**config.mk**
```make
export PLATFORM = sky130hd
export DESIGN_NAME = pdm_demod
export DESIGN_NICKNAME = d
export VERILOG_FILES = /design/src/rtl/pdm_pkg.sv /design/src/rtl/pdm_demod_cic_comb.sv /design/src/rtl/pdm_demod.sv
export SDC_FILE = /design/constraint.sdc
export NUM_CORES = 1
export LEC_CHECK = 0
export CELL_PAD_IN_SITES_DETAIL_PLACEMENT = 0
export CELL_PAD_IN_SITES_GLOBAL_PLACEMENT = 1
export CORE_MARGIN = 2
export CORE_UTILIZATION = 43
export CTS_BUF_LIST = sky130_fd_sc_hd__clkbuf_2 sky130_fd_sc_hd__clkbuf_4 sky130_fd_sc_hd__clkbuf_8
export CTS_CLUSTER_SIZE = 10
export DETAILED_ROUTE_END_ITERATION = 6
export PLACE_DENSITY = 0.9
export SETUP_SLACK_MARGIN = 0.3
export SKIP_LAST_GASP = 1
export SLEW_MARGIN = 20
export SYNTH_ARGS = -nofsm -noshare
export SYNTH_HDL_FRONTEND = slang
export SYNTH_SLANG_ARGS = --single-unit
```
**constraint.sdc**
```tcl
create_clock -name clk -period 5.1 [get_ports clk]
set_input_delay 1.02 -clock clk [delete_from_list [all_inputs] [get_ports clk]]
set_output_delay 1.02 -clock clk [all_outputs]
set_load 0.05 [all_outputs]
```
**src/rtl/pdm_pkg.sv**
```systemverilog
// Shared PDM definitions: default PCM width and CIC accumulator sizing.
// The pdm modulator and pdm_demod both import PDM_OUT_W so their scales match.
package pdm_pkg;

    localparam int PDM_OUT_W      = 10;
    localparam int PDM_LOG2_DECIM = 5;

    // A 2nd-order CIC with ratio 2^log2_decim has gain R^2, so 2*log2 bits
    // hold the full-scale value and one extra bit holds the exact value R^2.
    function automatic int cic_acc_w(input int log2_decim);
        return 2 * log2_decim + 1;
    endfunction

endpackage

```
**src/rtl/pdm_demod_cic_comb.sv**
```systemverilog
// One CIC comb stage: y = x - x_prev, where x_prev is captured on each decimation tick.
// The difference is combinational so that cascaded combs settle within the tick cycle.
module cic_comb
    import pdm_pkg::*;
#(
    parameter int ACC_W = cic_acc_w(PDM_LOG2_DECIM)
) (
    input  logic             clk,
    input  logic             rst,
    input  logic             tick,
    input  logic [ACC_W-1:0] x,
    output logic [ACC_W-1:0] y
);

    logic [ACC_W-1:0] x_prev_p0;

    // ---- delay register, updated once per output sample
    always_ff @(posedge clk) begin
        if (rst) begin
            x_prev_p0 <= '0;
        end else if (tick) begin
            x_prev_p0 <= x;
        end
    end

    // Modulo-2^ACC_W subtraction; wrap-around is intentional.
    assign y = x - x_prev_p0;

endmodule

```
**src/rtl/pdm_demod.sv**
```systemverilog
// PDM-to-PCM demodulator: 2nd-order CIC decimator by 2^LOG2_DECIM with a
// saturating output scaler, sample strobe and settled flag.
module pdm_demod
    import pdm_pkg::*;
#(
    parameter int LOG2_DECIM = PDM_LOG2_DECIM,
    parameter int OUT_W      = PDM_OUT_W
) (
    input  logic             clk,
    input  logic             rst,
    input  logic             en,
    input  logic             din,
    output logic [OUT_W-1:0] dout,
    output logic             valid,
    output logic             settled
);

    localparam int ACC_W   = cic_acc_w(LOG2_DECIM);
    localparam int SHIFT   = 2 * LOG2_DECIM - OUT_W;
    localparam int SAT_MAX = (1 << OUT_W) - 1;
    localparam logic [LOG2_DECIM-1:0] CNT_LAST = '1;

    if (2 * LOG2_DECIM < OUT_W) begin : g_bad_cfg
        $error("pdm_demod: OUT_W exceeds 2*LOG2_DECIM");
    end

    // Full-scale input yields exactly 2^(2*LOG2_DECIM), one code above the
    // largest OUT_W value after scaling, so clamp rather than wrap.
    function automatic logic [OUT_W-1:0] scale_sat(input logic [ACC_W-1:0] c);
        logic [ACC_W-1:0] s;
        s = c >> SHIFT;
        if (s > ACC_W'(SAT_MAX)) begin
            return '1;
        end
        return s[OUT_W-1:0];
    endfunction

    logic [LOG2_DECIM-1:0] cnt_p0;
    logic [ACC_W-1:0]      i1_p0;
    logic [ACC_W-1:0]      i2_p0;
    logic [ACC_W-1:0]      i1_nxt;
    logic [ACC_W-1:0]      i2_nxt;
    logic [ACC_W-1:0]      c1;
    logic [ACC_W-1:0]      c2;
    logic                  tick;
    logic [OUT_W-1:0]      dout_p1;
    logic                  vld_p1;
    logic                  first_done_p1;
    logic                  settled_p1;

    // I2 accumulates the already-updated I1 so the comb sees the sample
    // accepted on the tick edge itself.
    always_comb begin
        i1_nxt = i1_p0 + ACC_W'(din);
        i2_nxt = i2_p0 + i1_nxt;
        tick   = en && (cnt_p0 == CNT_LAST);
    end

    // ---- stage p0: frame counter and integrators, advance on accepted samples
    always_ff @(posedge clk) begin
        if (rst) begin
            cnt_p0 <= '0;
            i1_p0  <= '0;
            i2_p0  <= '0;
        end else if (en) begin
            cnt_p0 <= cnt_p0 + LOG2_DECIM'(1);
            i1_p0  <= i1_nxt;
            i2_p0  <= i2_nxt;
        end
    end

    cic_comb #(
        .ACC_W (ACC_W)
    ) u_comb1 (
        .clk  (clk),
        .rst  (rst),
        .tick (tick),
        .x    (i2_nxt),
        .y    (c1)
    );

    cic_comb #(
        .ACC_W (ACC_W)
    ) u_comb2 (
        .clk  (clk),
        .rst  (rst),
        .tick (tick),
        .x    (c1),
        .y    (c2)
    );

    // ---- stage p1: decimated output, strobe and settle tracking
    always_ff @(posedge clk) begin
        if (rst) begin
            dout_p1       <= '0;
            vld_p1        <= 1'b0;
            first_done_p1 <= 1'b0;
            settled_p1    <= 1'b0;
        end else begin
            vld_p1 <= tick;
            if (tick) begin
                dout_p1       <= scale_sat(c2);
                first_done_p1 <= 1'b1;
                // The first output only saw a partial window; the second is clean.
                if (first_done_p1) begin
                    settled_p1 <= 1'b1;
                end
            end
        end
    end

    assign dout    = dout_p1;
    assign valid   = vld_p1;
    assign settled = settled_p1;

endmodule
```
* After elaboration in Yosys (flattened, before gate mapping)
Index checks and enable logic that the tools add are counted.
** Operators by class
- Eq/ne operators :: 1
- Magnitude comparators :: 1
- Multiplexer cells :: 5
- Multipliers :: 0
- Add/subtract/negate cells :: 5
- Div/mod/pow operators :: 0
- Reductions and logical operators :: 2
- Shifts and indexed selects :: 0
- Bitwise logic cells :: 0
** Operators with widths (number)
- subtractor 11 bit :: 2
- two-way mux 10 bit :: 2
- adder 11 x 1 -> 11 bit :: 1
- adder 11 bit :: 1
- greater-than comparator 11 x 10 -> 1 bit, second input constant :: 1
- adder 5 x 1 -> 5 bit, second input constant :: 1
- == test 5 bit, second input constant :: 1
- two-way mux 1 bit :: 3
- AND reduction 2 bit :: 1
- logical AND 1 bit :: 1
** Storage, ports and cells
- ROM bits :: 0
- Bits in latches :: 0
- Output and inout bits :: 12
- Input port bits :: 4
- Memory bits (writable) :: 0
- Memories :: 0
- Word-level logic and storage cells :: 23
- Register bits :: 62

* Logic depth before layout (Yosys ltp)
- Depth after elaboration :: 9
- Mapped depth :: 24
- Mapped depth without buffers :: 24

* Cells and area by module
From an unflattened synthesis, not the netlist that was laid out.
** Second synthesis, totals
- Cell total of the unflattened synthesis :: 456
- Area total of the unflattened synthesis :: 3986.3 um^2
** By module, submodules not included
- pdm_demod :: cells each 252, instances 1, area an instance 2217.1 um^2
- cic_comb :: cells each 102, instances 2, area an instance 884.6 um^2

* Least setup slack after synthesis
No wires, ideal clock.
- Path kind :: in2reg
- From :: input port din
- To :: register dout_p1[9], in the netlist dout[9]
- Path slack :: -0.272 ns
- Stages on the path :: 23
- Data arrival time :: 5.252 ns
- Required time :: 4.980 ns
- Path buffers :: 0
- Cells stage by stage :: ha_1 -> ha_1 -> nand3_1 -> nor2_1 -> xor2_1 -> ha_1 -> a21oi_1 -> inv_1 -> a31oi_1 -> xnor2_1 -> ha_1 -> a21o_1 -> a21o_1 -> a31oi_1 -> a21oi_1 -> xor2_1 -> ha_1 -> nand3b_1 -> o21ai_0 -> nor3_1 -> o311ai_1 -> xnor2_4 -> o31a_1
** Between the ends
- Cells in the longest elaborated chain, start to end :: 9
** Ends and longest elaborated chain
- start: declaration :: line pdm_demod.sv:12 : input logic din,
- adder 11 x 1 -> 11 bit (*) :: line pdm_demod.sv:54 : i1_nxt = i1_p0 + ACC_W'(din);
- via i1_nxt[6] :: line pdm_demod.sv:41 : logic [ACC_W-1:0] i1_nxt;
- adder 11 bit (*) :: line pdm_demod.sv:55 : i2_nxt = i2_p0 + i1_nxt;
- via i2_nxt[7] :: line pdm_demod.sv:42 : logic [ACC_W-1:0] i2_nxt;
- subtractor 11 bit (*) :: line pdm_demod_cic_comb.sv:27 : assign y = x - x_prev_p0;
- via c1[9] :: line pdm_demod.sv:43 : logic [ACC_W-1:0] c1;
- subtractor 11 bit (*) :: line pdm_demod_cic_comb.sv:27
- greater-than comparator 11 x 10 -> 1 bit :: line pdm_demod.sv:32 : if (s > ACC_W'(SAT_MAX)) begin
- two-way mux 1 bit :: line pdm_demod.sv:32
- two-way mux 1 bit :: line pdm_demod.sv:101 : if (tick) begin
- two-way mux 1 bit :: line pdm_demod.sv:94 : if (rst) begin
- two-way mux 10 bit (*) :: line pdm_demod.sv:35 : return s[OUT_W-1:0];
- end signal: assignment :: line pdm_demod.sv:102 : dout_p1 <= scale_sat(c2);
- end: declaration :: line pdm_demod.sv:46 : logic [OUT_W-1:0] dout_p1;
The timed path passes the listed nets; every way through them passes the cells marked *. The select of a mux whose other input is x is not followed.
A chain may end at the register's enable or synchronous reset.

* Worst setup path in the final report
- From :: input port din
- To :: register dout_p1[7], in the netlist dout[7]
The elaborated chain is that of the path after synthesis.

==> results.yml <==
worst_hold_path:
  hold_path_depth: 2
  hold_class: "reg2reg"
clocking:
  postCtsHoldBufs: 0
  htree_num_levels: 3
  root_buffer: "clkbuf_8"
  cts_tree: "built"
  insertion_delay_ps: 340
  clkSinkCount: 62
  cts_buffer_depth: 2
  numCtsBuffers: 9
  cts.clk_slew.worst_paths_ps: 70
power_and_ir_drop:
  switching_share: 0.3201
  finalPower_mw: 1.391
  p_per_area_nw_per_um2: 273.0
  p_int_mw: 0.9458
  clockPowerShare: 0.286
  pwr-share-comb: 0.357
  p_leak_nw: 2.072
  peakVddDrop_v: 0.0001355
  p_sw_mw: 0.4452
  seqPwrFrac: 0.356
global_route:
  grt_max_degree: 46
  grt_antenna_before_repair: 0
  overflow: 0
  grt_pass1_vias: 3403
  grtUsageTotal: 0.1854
  grt_pass1_wl_mm: 14.70
worst_setup_path:
  path_max_fanout: 5
  startpoint_type: "input pin"
  arrival_ps: 5260
  criticalPathCategory: "in2reg"
  ff2ff_path_depth: 24
  endpoint_kind: "register"
  required_ps: 5370
route:
  first_pass_iters: 4
  vias_per_cell: 5.127
  drc: 0
  ant_nets: 0
  wl_per_cell_um: 12.87
  postRouteWirelength_mm: 8.429
  vias: 3358
  first_iter_violations: 110
cells_and_area:
  drive_gt1_frac: 0.2669
  nets: 584
  fill_cells: 733
  areaGrowthSynthToFinish_pct: 34.91
  antennaDiodeCount: 0
  utilization: 0.5901
placement:
  dp_hpwl_mm: 5.455
  pre_cts_slack_ps: -721.2
  gp_congestion: 0.8699
  port_buffers: 15
synth:
  synth_area_sq_um: 3777
  yosys.cell_count.top_type: "nor2_1"
  yosys.area.top_type: "dfxtp_1"
  yosys_warnings: 0
  synth-seq-area-share: 0.3286
  syn_nets: 503
  yosysUniqueCellTypes: 44
  synth_cells: 461
  synthFlopType: "dfxtp_1"
  synth.area.top_cells: "dfxtp_1 33%, ha_1 12%, nor2_1 6.5%, xnor2_1 5.1%, nand2_1 4.9%"
  postSynth.asyncResetShare: 0
  synthTopCellsByCount: "65 x nor2_1, 62 x dfxtp_1, 49 x nand2_1, 35 x ha_1, 31 x a21oi_1"
  synth.avg_cell_area_sq_um: 8.194
  synth-edff-count: 0
  ys_ff_latch: 62
  yosys.area.top_type_share: 0.3286
timing:
  fin_crit_ps: 4995
  hold_ws_ps: 453.6
  slew_headroom: 0.2769
  hold_violations: 0
  slew_violations: 0
  max_freq_mhz: 200.2
  finalCritPeriodShare: 0.9794
  timing.final.ws_setup_ps: 105.0
  finalSetupViolations: 0
  tightest_slew_ps: 1085
  tns_ps: 0
  rsz0062_at_grt: "yes"
  skew_ps: 5.973
floorplan:
  initial_core_util: 0.4374
  die_x_um: 97.73
  num_rows: 34
  dieHeight_um: 97.73
  io_pins: 16
  coreArea_sq_um: 8636
  dieArea_sq_um: 9550
outcome:
  status: "complete, no violations"
run:
  cap_violations: 0
[cell families after synthesis]
family | after synthesis | share of synthesized area
fa+ha+maj | 38 | 0.1318
flops | 62 | 0.3286
mux | 14 | 0.03710
compound gates | 81 | 0.1371
buf+inv | 51 | 0.05167
xor+xnor | 45 | 0.1156
simple gates | 170 | 0.1981
[stage by stage]
step                cell area (sq um)  instances
floorplan                        3837        461
finish                           5096        655
global placement                 4497        624
CTS                              4903        648
global route                     5096        655
detailed placement               4497        624
[final timing paths]
path | from | endpoint | slack [ps]
hold reg to reg | u_comb2.x_prev_p0[2] | u_comb2.x_prev_p0[2] | 450
hold / removal | u_comb2.x_prev_p0[2] | u_comb2.x_prev_p0[2] | 450
setup / recovery | din | dout[7] | 100
setup reg to reg | i1_p0[2] | dout[7] | 490
[flip-flops by register name, indices dropped and copies added, names as in the netlist]
register / cells
u_comb2.x_prev_p0: 11
first_done_p1: 1
valid: 1
i1_p0: 11
i2_p0: 11
u_comb1.x_prev_p0: 11
cnt_p0: 5
dout: 10
settled: 1
[cell type report]
class / instances / area (sq um) / area share
clock buffers: 12 / 152.6 / 0.02995
clock inverters: 4 / 22.52 / 0.004419
inverters: 29 / 108.9 / 0.02136
multi-input cells: 349 / 2711 / 0.5320
flip-flops and latches: 62 / 1241 / 0.2436
well taps: 108 / 135.1 / 0.02652
repair buffers: 91 / 724.4 / 0.1422
[power groups by stage]
stage / clock (mW) / sequential, mW / combinational [mW]
global route: 0.431 / 0.496 / 0.552
finish: 0.398 / 0.496 / 0.497
detailed placement: 0 / 0.505 / 0.388
floorplan: 0 / 0.504 / 0.264
CTS: 0.410 / 0.495 / 0.455
global placement: 0 / 0.505 / 0.376
[what timing repair did]
action / 4_1_cts / 5_1_grt
buffers inserted: 7 / 7
resized for setup: 31 / 23
setup endpoints to repair: 10 / 10
pin swaps: 30 / 32
cloned: 1 / 0
[worst max-delay path: stages]
cell and delay [ps]:
buf_6 90, ha_4 150, ha_4 230, fa_2 400, buf_4 160, xnor2_2 180
inv_1 90, ha_4 220, nor2b_1 130, o31a_1 250, o21ai_0 180, nand2b_1 100
xor2_1 160, ha_1 330, buf_4 150, nand2_1 80, a21bo_2 150, a32oi_1 50
buf_4 160, buf_4 130, o311ai_4 260, buf_6 180, xnor2_4 170, nor3_2 80
nor3_1 170
[per-layer routing]
metal	share of wire	vias to the layer above	routed length (um)	GRT usage
li1	-	1723	-	-
met1	0.44	1561	3745	0.2152
met2	0.49	55	4160	0.3279
met3	0.036	19	300	0.03165
met4	0.026	0	223	0.09402
met5	0	-	0	0
[cells in the final DEF (no fill, tap or decap), drive strengths merged, types with 12 or more instances in the layout]
cell type | Yosys | layout
clkdlybuf4s50 | 0 | 13
nor3 | 24 | 24
mux2i | 14 | 14
ha | 35 | 35
nand2 | 49 | 49
a21oi | 31 | 31
buf | 10 | 78
clkbuf | 12 | 12
xor2 | 20 | 20
nor2 | 65 | 65
dfxtp | 62 | 62
inv | 29 | 29
o21ai | 14 | 14
xnor2 | 24 | 25
(Power assumes the default switching activity.)
